File: src/rtl/piso_tx.sv
// Parallel-in serial-out transmitter: takes a WIDTH-bit word on a valid/ready
// load handshake and shifts it out one bit per clock, streaming words back to back.
module piso_tx #(
    parameter int WIDTH      = 4,
    parameter bit MSB_FIRST  = 1'b1,
    parameter bit IDLE_LEVEL = 1'b0
) (
    input  logic             Clk,
    input  logic             rst,
    input  logic             load_valid,
    input  logic [WIDTH-1:0] load_data,
    output logic             load_ready,
    output logic             out,
    output logic             out_valid,
    output logic             frame_start,
    output logic             done
);

    localparam int             CW   = $clog2(WIDTH);
    localparam logic [CW-1:0]  LAST = CW'(WIDTH - 1);

    typedef enum logic {IDLE, SHIFT} state_t;

    state_t           state, state_nxt;
    logic [CW-1:0]    cnt, cnt_nxt;
    logic [WIDTH-1:0] sreg, sreg_nxt;
    logic             last_bit;
    logic             accept;

    // Handshake: a word moves when load_valid && load_ready at a posedge.
    // The producer must hold load_data stable until that edge.
    assign last_bit   = (state == SHIFT) && (cnt == LAST);
    assign load_ready = (state == IDLE) || last_bit;
    assign accept     = load_valid && load_ready;

    always_ff @(posedge Clk) begin
        if (!rst) begin
            state <= IDLE;
            cnt   <= '0;
            sreg  <= '0;
        end else begin
            state <= state_nxt;
            cnt   <= cnt_nxt;
            sreg  <= sreg_nxt;
        end
    end

    always_comb begin
        state_nxt = state;
        cnt_nxt   = cnt;
        sreg_nxt  = sreg;
        case (state)
            IDLE: begin
                if (accept) begin
                    state_nxt = SHIFT;
                    cnt_nxt   = '0;
                    sreg_nxt  = load_data;
                end
            end
            SHIFT: begin
                if (cnt == LAST) begin
                    // Reloading on the last bit keeps the line busy with no gap.
                    cnt_nxt = '0;
                    if (accept) begin
                        sreg_nxt = load_data;
                    end else begin
                        state_nxt = IDLE;
                    end
                end else begin
                    cnt_nxt  = cnt + CW'(1);
                    sreg_nxt = MSB_FIRST ? {sreg[WIDTH-2:0], 1'b0}
                                         : {1'b0, sreg[WIDTH-1:1]};
                end
            end
            default: state_nxt = IDLE;
        endcase
    end

    // Line outputs decode only flops, so nothing on the load side reaches them combinationally.
    always_comb begin
        out_valid   = (state == SHIFT);
        frame_start = (state == SHIFT) && (cnt == '0);
        done        = last_bit;
        if (state == SHIFT) begin
            out = MSB_FIRST ? sreg[WIDTH-1] : sreg[0];
        end else begin
            out = IDLE_LEVEL;
        end
    end

endmodule

File: config.mk
export PLATFORM = sky130hd
export DESIGN_NAME = piso_tx
export DESIGN_NICKNAME = d
export VERILOG_FILES = /design/src/rtl/piso_tx.sv
export SDC_FILE = /design/constraint.sdc
export NUM_CORES = 1
export LEC_CHECK = 0
export BUFFER_PORTS_ARGS = -buffer_cell sky130_fd_sc_hd__buf_4
export CORE_AREA = 8 8 45 47
export DETAILED_ROUTE_END_ITERATION = 16
export DIE_AREA = 0 0 53 55
export GPL_TIMING_DRIVEN = 0
export SETUP_SLACK_MARGIN = 0.2
export SLEW_MARGIN = 20
export SYNTH_ARGS = -nofsm -noshare
export SYNTH_HDL_FRONTEND = slang
export SYNTH_SLANG_ARGS = --single-unit
File: constraint.sdc
create_clock -name Clk -period 1.75 [get_ports Clk]
set_input_delay 0.0875 -clock Clk [delete_from_list [all_inputs] [get_ports Clk]]
set_output_delay 0.0875 -clock Clk [all_outputs]
set_load 0.03 [all_outputs]
Word-level counts from Yosys, hierarchy flattened
Cells that the tools add are included.
W data, S select, Z words.

storage, ports and cells
  flip-flop bits (word level) = 7
  output and inout bits = 5

cells by class
  add/subtract/negate cells = 1
  equality and inequality tests = 2
  muxes and demuxes = 10
  bitwise gates (word level) = 1
  reduce and logical (&&, ||, !) cells = 5

operator list
  kind                   number
  $mux W4                2
  $pmux W4 S2            1
  $mux W2                2
  $pmux W2 S2            1
  $logic_and A1 B1 Y1    3
  $mux W1                3
  $add A2 B1 Y2 const B  1
  $eq A2 B2 Y1 const B   1
  $logic_not A2 Y1       1
  $ne A2 B2 Y1 const B   1
  $pmux W1 S2            1
  $logic_or A1 B1 Y1     1
  $not A1 Y1             1

Logic depth before layout (Yosys ltp)
Gate-level depths: netlist (run 1).

  word-level depth = 7
  gate-level depth with buffers = 4

Worst setup path before layout (run 1)
OpenSTA, ideal clock, no wires.

  path type = register to register
  start point = reg state (netlist: out_valid)
  end point = reg cnt[0]
  arrival time = 1106 ps
  required time = 1680 ps
  slack = 574 ps
  stages on the path, launching flop included = 4
  path buffers = 1
  period minus slack after synthesis = 1176 ps
  cell sequence = dfxtp_1 buf_6 or3b_1 a21oi_1

on the way
  word-level cells in the longest chain between the ends = 4

RTL lines
  element                                                   line  source
  start: declaration                                        24    state_t state, state_nxt;
  start signal: assignment                                  42    state <= state_nxt;
  $logic_and A1 B1 Y1 / $not A1 Y1 (equally long branches)  -
  $logic_or A1 B1 Y1                                        33    assign load_ready = (state == IDLE) || last_bit;
  $logic_and A1 B1 Y1                                       34    assign accept = load_valid && load_ready;
  $ne A2 B2 Y1 (no source line)                             -
  end signal: assignment                                    43    cnt <= cnt_nxt;
  end: declaration                                          25    logic [CW-1:0] cnt, cnt_nxt;

Several ways; a longest one is shown, not always the timed one.
A chain may end at the register's enable or synchronous reset.

Worst setup path in the final report (run 1)
  start point = reg cnt[0]
  end point = out load_ready

on the way
  word-level cells in the longest chain between the ends = 3

RTL lines
  element              line  source
  $eq A2 B2 Y1         32    assign last_bit = (state == SHIFT) && (cnt == LAST);
  $logic_and A1 B1 Y1  32
  $logic_or A1 B1 Y1   33
  end: declaration     12    output logic load_ready,

No other way between the ends.

==> out/metrics.yaml, run 1 <==
hold_path:
  hold_path.class: "in -> reg"
  hp-start: "rst"
  min_path_cells: 2
global_route:
  antenna_found_initial: 0
  grt.total_usage_pct: 6.23
  grt-ovfl-total: 0
  grt_pass1_wl_mm: 1.32
  grt_pass1_vias: 302
  grt_start_max_net_pins: 11
power:
  p_total_w: 0.000402
  p_sw_share_pct: 26.6
  power.density_nw_per_um2: 833
  clockPowerShare_pct: 36.7
  power.share.sequential_pct: 44.2
  ir_worst_vdd_v: 0.000349
  combPwrFrac_pct: 19.1
  power_leakage_nw: 0.218
  intPower_w: 0.000295
  power.switching_w: 0.000107
logic_synthesis:
  syn_area_um2: 362
  synthTopCellsByArea: "dfxtp_1, mux2i_1, or3b_1"
  synth_seq_cells: 7
  synthCells: 37
  avgSynthCellArea_um2: 9.77
  ys_types: 16
  synth_top_area_share_pct: 38.8
  synth_enable_flop_cells: 0
  synth.most_common_cell: "dfxtp_1"
  synth.top_cells.by_count: "dfxtp_1, mux2i_1"
  synth_top_area_cell: "dfxtp_1"
  yosysSeqAreaShare_pct: 38.8
  synth-main-ff-cell: "dfxtp_1"
  async_flop_share_pct: 0
  yosysWarnings: 0
  synth_fp_nets: 46
routing:
  dr.pass1.iters: 4
  drt_iter0_markers: 9
  post-route-drc-count: 0
  routed_wl_um: 811
  vias: 301
  wl_per_cell_um: 12.1
  viasPerCell: 4.49
  ant_nets: 0
setup_path:
  cp_slowest_cell: "dfxtp_1"
  cp_slowest_stage_delay_ns: 0.33
  r2r_slack_ns: 0.54
  worstReg2RegStart: "cnt[0]$_SDFFE_PN0P_"
  critPathLaunch: "cnt[0]$_SDFFE_PN0P_"
  critPathRequiredTime_ns: 1.66
  critPathTopFamily: "flip-flops"
  start_kind: "register"
  path_max_fanout: 6
  cp.arrival_ns: 1.31
  reg2regPathDepth: 4
  cp_num_buf_inv: 2
  crit_type: "reg -> out"
  end_kind: "primary output"
  crit_chain: "ha_1 > nor2b_2 > inv_2 > buf_4"
  cp_num_cells: 4
placement:
  gp_congestion: 0.673
  io_buffers: 10
  post_dp_cell_area_um2: 457
cts:
  cts_tree: "yes"
  htree_levels: 1
  cts_sinks: 7
  cts_resized: 0
  numCtsBuffers: 3
  insertion_delay_ns: 0.25
  hold_buffers: 0
  cts.reportedPaths.clkPinSlew_ns: 0.05
  clockRootBuffer: "clkbuf_4"
  cts_max_path_buffers: 2
  cts_setup_buffers: 0
sta:
  fin_crit_ns: 1.40
  worst_slew_pin_slew_ns: 0.216
  fmax_ghz: 0.716
  finalHoldViolCount: 0
  fin_crit_sh_pct: 79.8
  slew_viol_final: 0
  worst_hold_slack_ns: 0.0485
  relSlewSlack_pct: 85.5
  tns_ns: 0
  skew_ns: 0.00127
  setup_viol: 0
  rsz0062_at_grt: "false"
final_layout:
  diodes: 0
  utilization_pct: 34.9
  num-fill-cells: 158
  nets: 61
  area_growth_syn_to_layout_pct: 33.6
  design_area_um2: 483
  layout-drive-gt1-share_pct: 33.3
floorplan:
  dieArea_um2: 2920
  die_y_um: 55
  io_pins: 12
  die_w_um: 53
  design.core.area_um2: 1380
  initial_core_util_pct: 26.1
  rows: 14
flow_run:
  maxCapViolCount: 0
outcome:
  status: "completed"
[stage by stage]
step                      instances  setup WS (ns)
after floorplan                  37          0.574
after global placement           63          0.592
after detailed placement         63          0.582
after CTS                        67          0.348
after global routing             67          0.266
final                            67          0.354
[flip-flops by register name (all words and copies together) (netlist names)]
signal and flops:
cnt 2, out_valid 1, sreg 4
[power by group through the flow]
stage	combinational (W)	clock [W]	sequential, W
5_1_grt	0.0000830	0.000163	0.000180
6_report	0.0000767	0.000148	0.000178
2_1_floorplan	0.0000477	0	0.000183
4_1_cts	0.0000775	0.000152	0.000178
3_3_place_gp	0.0000762	0	0.000180
3_5_place_dp	0.0000768	0	0.000181
[worst reg2reg max path, cell delays in order, from the launching register on]
cell and delay [ns]:
dfxtp_1 0.33, ha_1 0.28, nor2b_2 0.21, inv_2 0.08, a211oi_1 0.23
[per-layer routing]
| layer | GRT usage (%) | part of all wire (%) |
|---|---|---|
| met1 | 6.54 | 43 |
| met2 | 8.98 | 45 |
| met3 | 4.28 | 11 |
| met4 | 3.88 | 0.86 |
| met5 | 0 | 0 |
[placed cells by master (no fill, tap or decap)]
cell type | synthesis | routed
ha_1 | 2 | 2
buf_6 | 1 | 1
inv_2 | 1 | 1
o21a_1 | 1 | 1
buf_2 | 1 | 1
clkbuf_1 | 0 | 1
dfxtp_1 | 7 | 7
nor2b_2 | 1 | 1
clkbuf_4 | 0 | 3
nor3_1 | 1 | 1
mux2i_1 | 4 | 4
buf_4 | 0 | 10
a211oi_1 | 3 | 3
inv_1 | 3 | 3
nand2_1 | 1 | 1
and2_1 | 3 | 3
nor3b_1 | 3 | 3
or3b_1 | 3 | 3
a21oi_1 | 2 | 2
[cell type report]
cell class | instances | area, um2 | area share, %
multi-input combinational | 24 | 190 | 39.4
buffer | 2 | 16.3 | 3.37
tap | 16 | 20.0 | 4.15
timing repair buffer | 10 | 75.1 | 15.5
clock buffer | 4 | 26.3 | 5.44
inverter | 4 | 15.0 | 3.11
sequential | 7 | 140 | 29.0
[cells by family (layout without fill, tap and decap cells)]
kind of cell,after synthesis,count (layout),share of synthesized area [%]
AND/OR/NAND/NOR,12,12,23.5
multiplexers,4,4,11.1
adder cells (fa/ha/maj),2,2,6.92
buffers and inverters,6,20,8.65
flip-flops,7,7,38.8
AO/OA/AOI/OAI,6,6,11.1
[path summary, 6_finish.rpt]
path,to
min,out_valid$_SDFF_PN0_
min reg2reg,sreg[0]$_SDFF_PN0_
max reg2reg,sreg[3]$_SDFF_PN0_
max,load_ready
(Power assumes the default switching activity.)
==> run 2: changes to the inputs <==
--- a/config.mk
+++ b/config.mk
@@ -5,6 +5,7 @@
 export SDC_FILE = /design/constraint.sdc
 export NUM_CORES = 1
 export LEC_CHECK = 0
+export ABC_AREA = 1
 export BUFFER_PORTS_ARGS = -buffer_cell sky130_fd_sc_hd__buf_4
 export CORE_AREA = 8 8 45 47
 export DETAILED_ROUTE_END_ITERATION = 16
==> constraint.sdc (replaced) <==
create_clock -name Clk -period 1.2 [get_ports Clk]
set_input_delay 0.06 -clock Clk [delete_from_list [all_inputs] [get_ports Clk]]
set_output_delay 0.06 -clock Clk [all_outputs]
set_load 0.03 [all_outputs]
==> run 2 against run 1 <==
Compared with the run above: worst setup slack worse by 0.33 ns; combinational power up 130%; register-to-register slack worse by 0.46 ns; clock power up 43%; final area up 31%; power up 63%; critical path depth up 1; non-clock buffer count up 5; global-route usage up 0.50 points.
==> out/metrics.yaml, run 2 <==
outcome:
  status: "completed"
sta:
  fmax_ghz: 0.851
  fin_crit_ns: 1.17
  skew_ns: 0.00749  # +0.00623 ns
  setup_viol: 0  # unchanged
  relSlewSlack_pct: 87.2  # +1.7 points
  worst_hold_slack_ns: 0.0337  # -0.0148 ns
  setup_slack_ns: 0.0253  # -0.328 ns
  worst_slew_pin_slew_ns: 0.192  # -0.0249 ns
  rsz0062_at_grt: "true"
  fin_crit_sh_pct: 97.9
  finalHoldViolCount: 0  # unchanged
  slew_viol_final: 0  # unchanged
logic_synthesis:
  synth_fp_nets: 64  # +39%
  yosysSeqAreaShare_pct: 38.1  # -0.66 points
  ys_types: 11  # -5
  synth_top_area_share_pct: 38.1  # -0.66 points
  synth_seq_cells: 7  # unchanged
  synthTopCellsByArea: "dfxtp_1, inv_1, nand2_1"
  synth.most_common_cell: "inv_1"
  synth-main-ff-cell: "dfxtp_1"
  synth_top_area_cell: "dfxtp_1"
  synth.top_cells.by_count: "inv_1, nand2_1, dfxtp_1, nor2_1, nand3_1"
  async_flop_share_pct: 0  # unchanged
  synth_enable_flop_cells: 0  # unchanged
  yosysWarnings: 0  # unchanged
  avgSynthCellArea_um2: 6.69  # -32%
  synthCells: 55  # +49%
  syn_area_um2: 368  # +1.7%
placement:
  dp_hpwl_um: 579
  pre_cts_slack_ns: 0.163  # -0.418 ns
  io_buffers: 11  # +1
  gp_congestion: 0.726  # +7.8%
  post_dp_cell_area_um2: 495  # +8.5%
setup_path:
  critPathRequiredTime_ns: 1.14  # -0.52 ns
  path_max_fanout: 4  # -2
  worstReg2RegStart: "cnt[0]$_SDFFE_PN0P_"
  start_kind: "register"
  end_kind: "primary output"
  r2r_slack_ns: 0.08  # -0.46 ns
  crit_type: "reg -> out"
  critPathLaunch: "cnt[0]$_SDFFE_PN0P_"
  reg2regPathDepth: 7  # +3
  cp.arrival_ns: 1.11  # -0.20 ns
  rr_endpoint: "sreg[1]$_SDFF_PN0_"
final_layout:
  area_growth_syn_to_layout_pct: 72.4
  regMostFlops: "sreg"
  layout-drive-gt1-share_pct: 49.3  # +16 points
  design_area_um2: 634  # +31%
  diodes: 0  # unchanged
  nets: 85  # +39%
  final_common_cell: "inv_1"
  largest_register_ffs: 4  # unchanged
  utilization_pct: 45.8  # +11 points
  final_cell_mix: "inv_1, buf_4, nand2_1"
routing:
  wl_per_cell_um: 9.98  # -18%
  viasPerCell: 4.24  # -5.6%
  vias: 386  # +28%
  dr.pass1.iters: 4  # unchanged
  drt_iter0_markers: 5  # -4
  ant_nets: 0  # unchanged
  post-route-drc-count: 0  # unchanged
  routed_wl_um: 908  # +12%
power:
  power_leakage_nw: 0.320  # +47%
  p_total_w: 0.000657  # +63%
  ir_worst_vdd_v: 0.000670  # +92%
  power.density_nw_per_um2: 1040  # +24%
cts:
  cts_tree: "yes"
  cts_sinks: 7  # unchanged
  insertion_delay_ns: 0.25  # about the same
  numCtsBuffers: 3  # unchanged
  cts.reportedPaths.clkPinSlew_ns: 0.06  # about the same
  htree_levels: 1  # unchanged
  cts_max_path_buffers: 2  # unchanged
  clockRootBuffer: "clkbuf_4"
hold_path:
  hp-start: "load_data[0]"
  hold_end: "sreg[0]$_SDFF_PN0_"
  hold_path.class: "in -> reg"
  min_path_cells: 3  # +1
global_route:
  grt-ovfl-total: 0  # unchanged
  grt_start_max_net_pins: 9  # -2
  grt_pass1_wl_mm: 1.46  # +10%
  antenna_found_initial: 0  # unchanged
  grt_pass1_vias: 356  # +18%
  grt.total_usage_pct: 6.73  # +0.50 points
floorplan:
  dieArea_um2: 2920  # unchanged
  rows: 14  # unchanged
  io_pins: 12  # unchanged
  initial_core_util_pct: 26.6  # +0.45 points
  design.core.area_um2: 1380  # unchanged
  die_w_um: 53  # unchanged
  die_y_um: 55  # unchanged
flow_run:
  maxCapViolCount: 0  # unchanged
-- run 2: repair_timing --
action	4_1_cts	5_1_grt
gates resized for setup	11	9
cloned	0	0
setup endpoints to repair	7	9
hold endpoints to repair	0	0
hold buffers	0	0
pin swaps	9	4
setup buffers	4	1
-- run 2: routing by layer --
metal  vias to the layer above  share of wire [%]  global-route usage, %
met2                        10                 53                   11.5
met4                         0                  0                   1.29
met1                       170                 39                   6.86
met3                         0                8.4                   4.28
met5                         -                  0                      0
li1                        206                  -                      -
-- run 2: logic make-up (layout without fill, tap and decap cells) --
kind of cell,count (synthesis),after routing,synth area share [%]
simple gates,23,23,26.2
fa+ha+maj,2,2,6.80
compound gates,8,8,11.6
buf+inv,15,35,17.3
flops,7,7,38.1
-- run 2: worst max path at each step --
stage | end | depth (start not counted)
final | load_ready | 5
after global routing | load_ready | 5
after CTS | frame_start | 5
after detailed placement | sreg[1]$_SDFF_PN0_ | 6
after global placement | sreg[2]$_SDFF_PN0_ | 6
after floorplan | sreg[1]$_SDFF_PN0_ | 6
-- run 2: area by class of cell --
| cell class | count | area [um2] |
|---|---|---|
| Timing Repair Buffer | 16 | 143 |
| Sequential cell | 7 | 149 |
| Inverter | 14 | 55.1 |
| Clock buffer | 4 | 26.3 |
| Multi-Input combinational cell | 33 | 226 |
| Fill cell | 139 | 749 |
| Buffer | 1 | 15.0 |
| Tap cell | 16 | 20.0 |
-- run 2: worst max-delay path, stage by stage (launching register included) --
cell	delay [ns]
dfxtp_4	0.35
ha_4	0.16
inv_4	0.05
nand2_4	0.05
buf_8	0.12
buf_6	0.13
-- run 2: stage by stage --
step                      TNS (ns)  std cells
after detailed placement         0         82
final                            0         91
after CTS                        0         90
after floorplan                  0         55
after global routing       -0.0301         91
after global placement           0         82
-- run 2: report_power, final --
part | switching, W | leakage [nW] | internal, W
Sequential | 0.0000185 | 0.0596 | 0.000252
Combinational | 0.0000888 | 0.245 | 0.0000861
Clock | 0.0000847 | 0.0150 | 0.000127
Total | 0.000192 | 0.320 | 0.000465
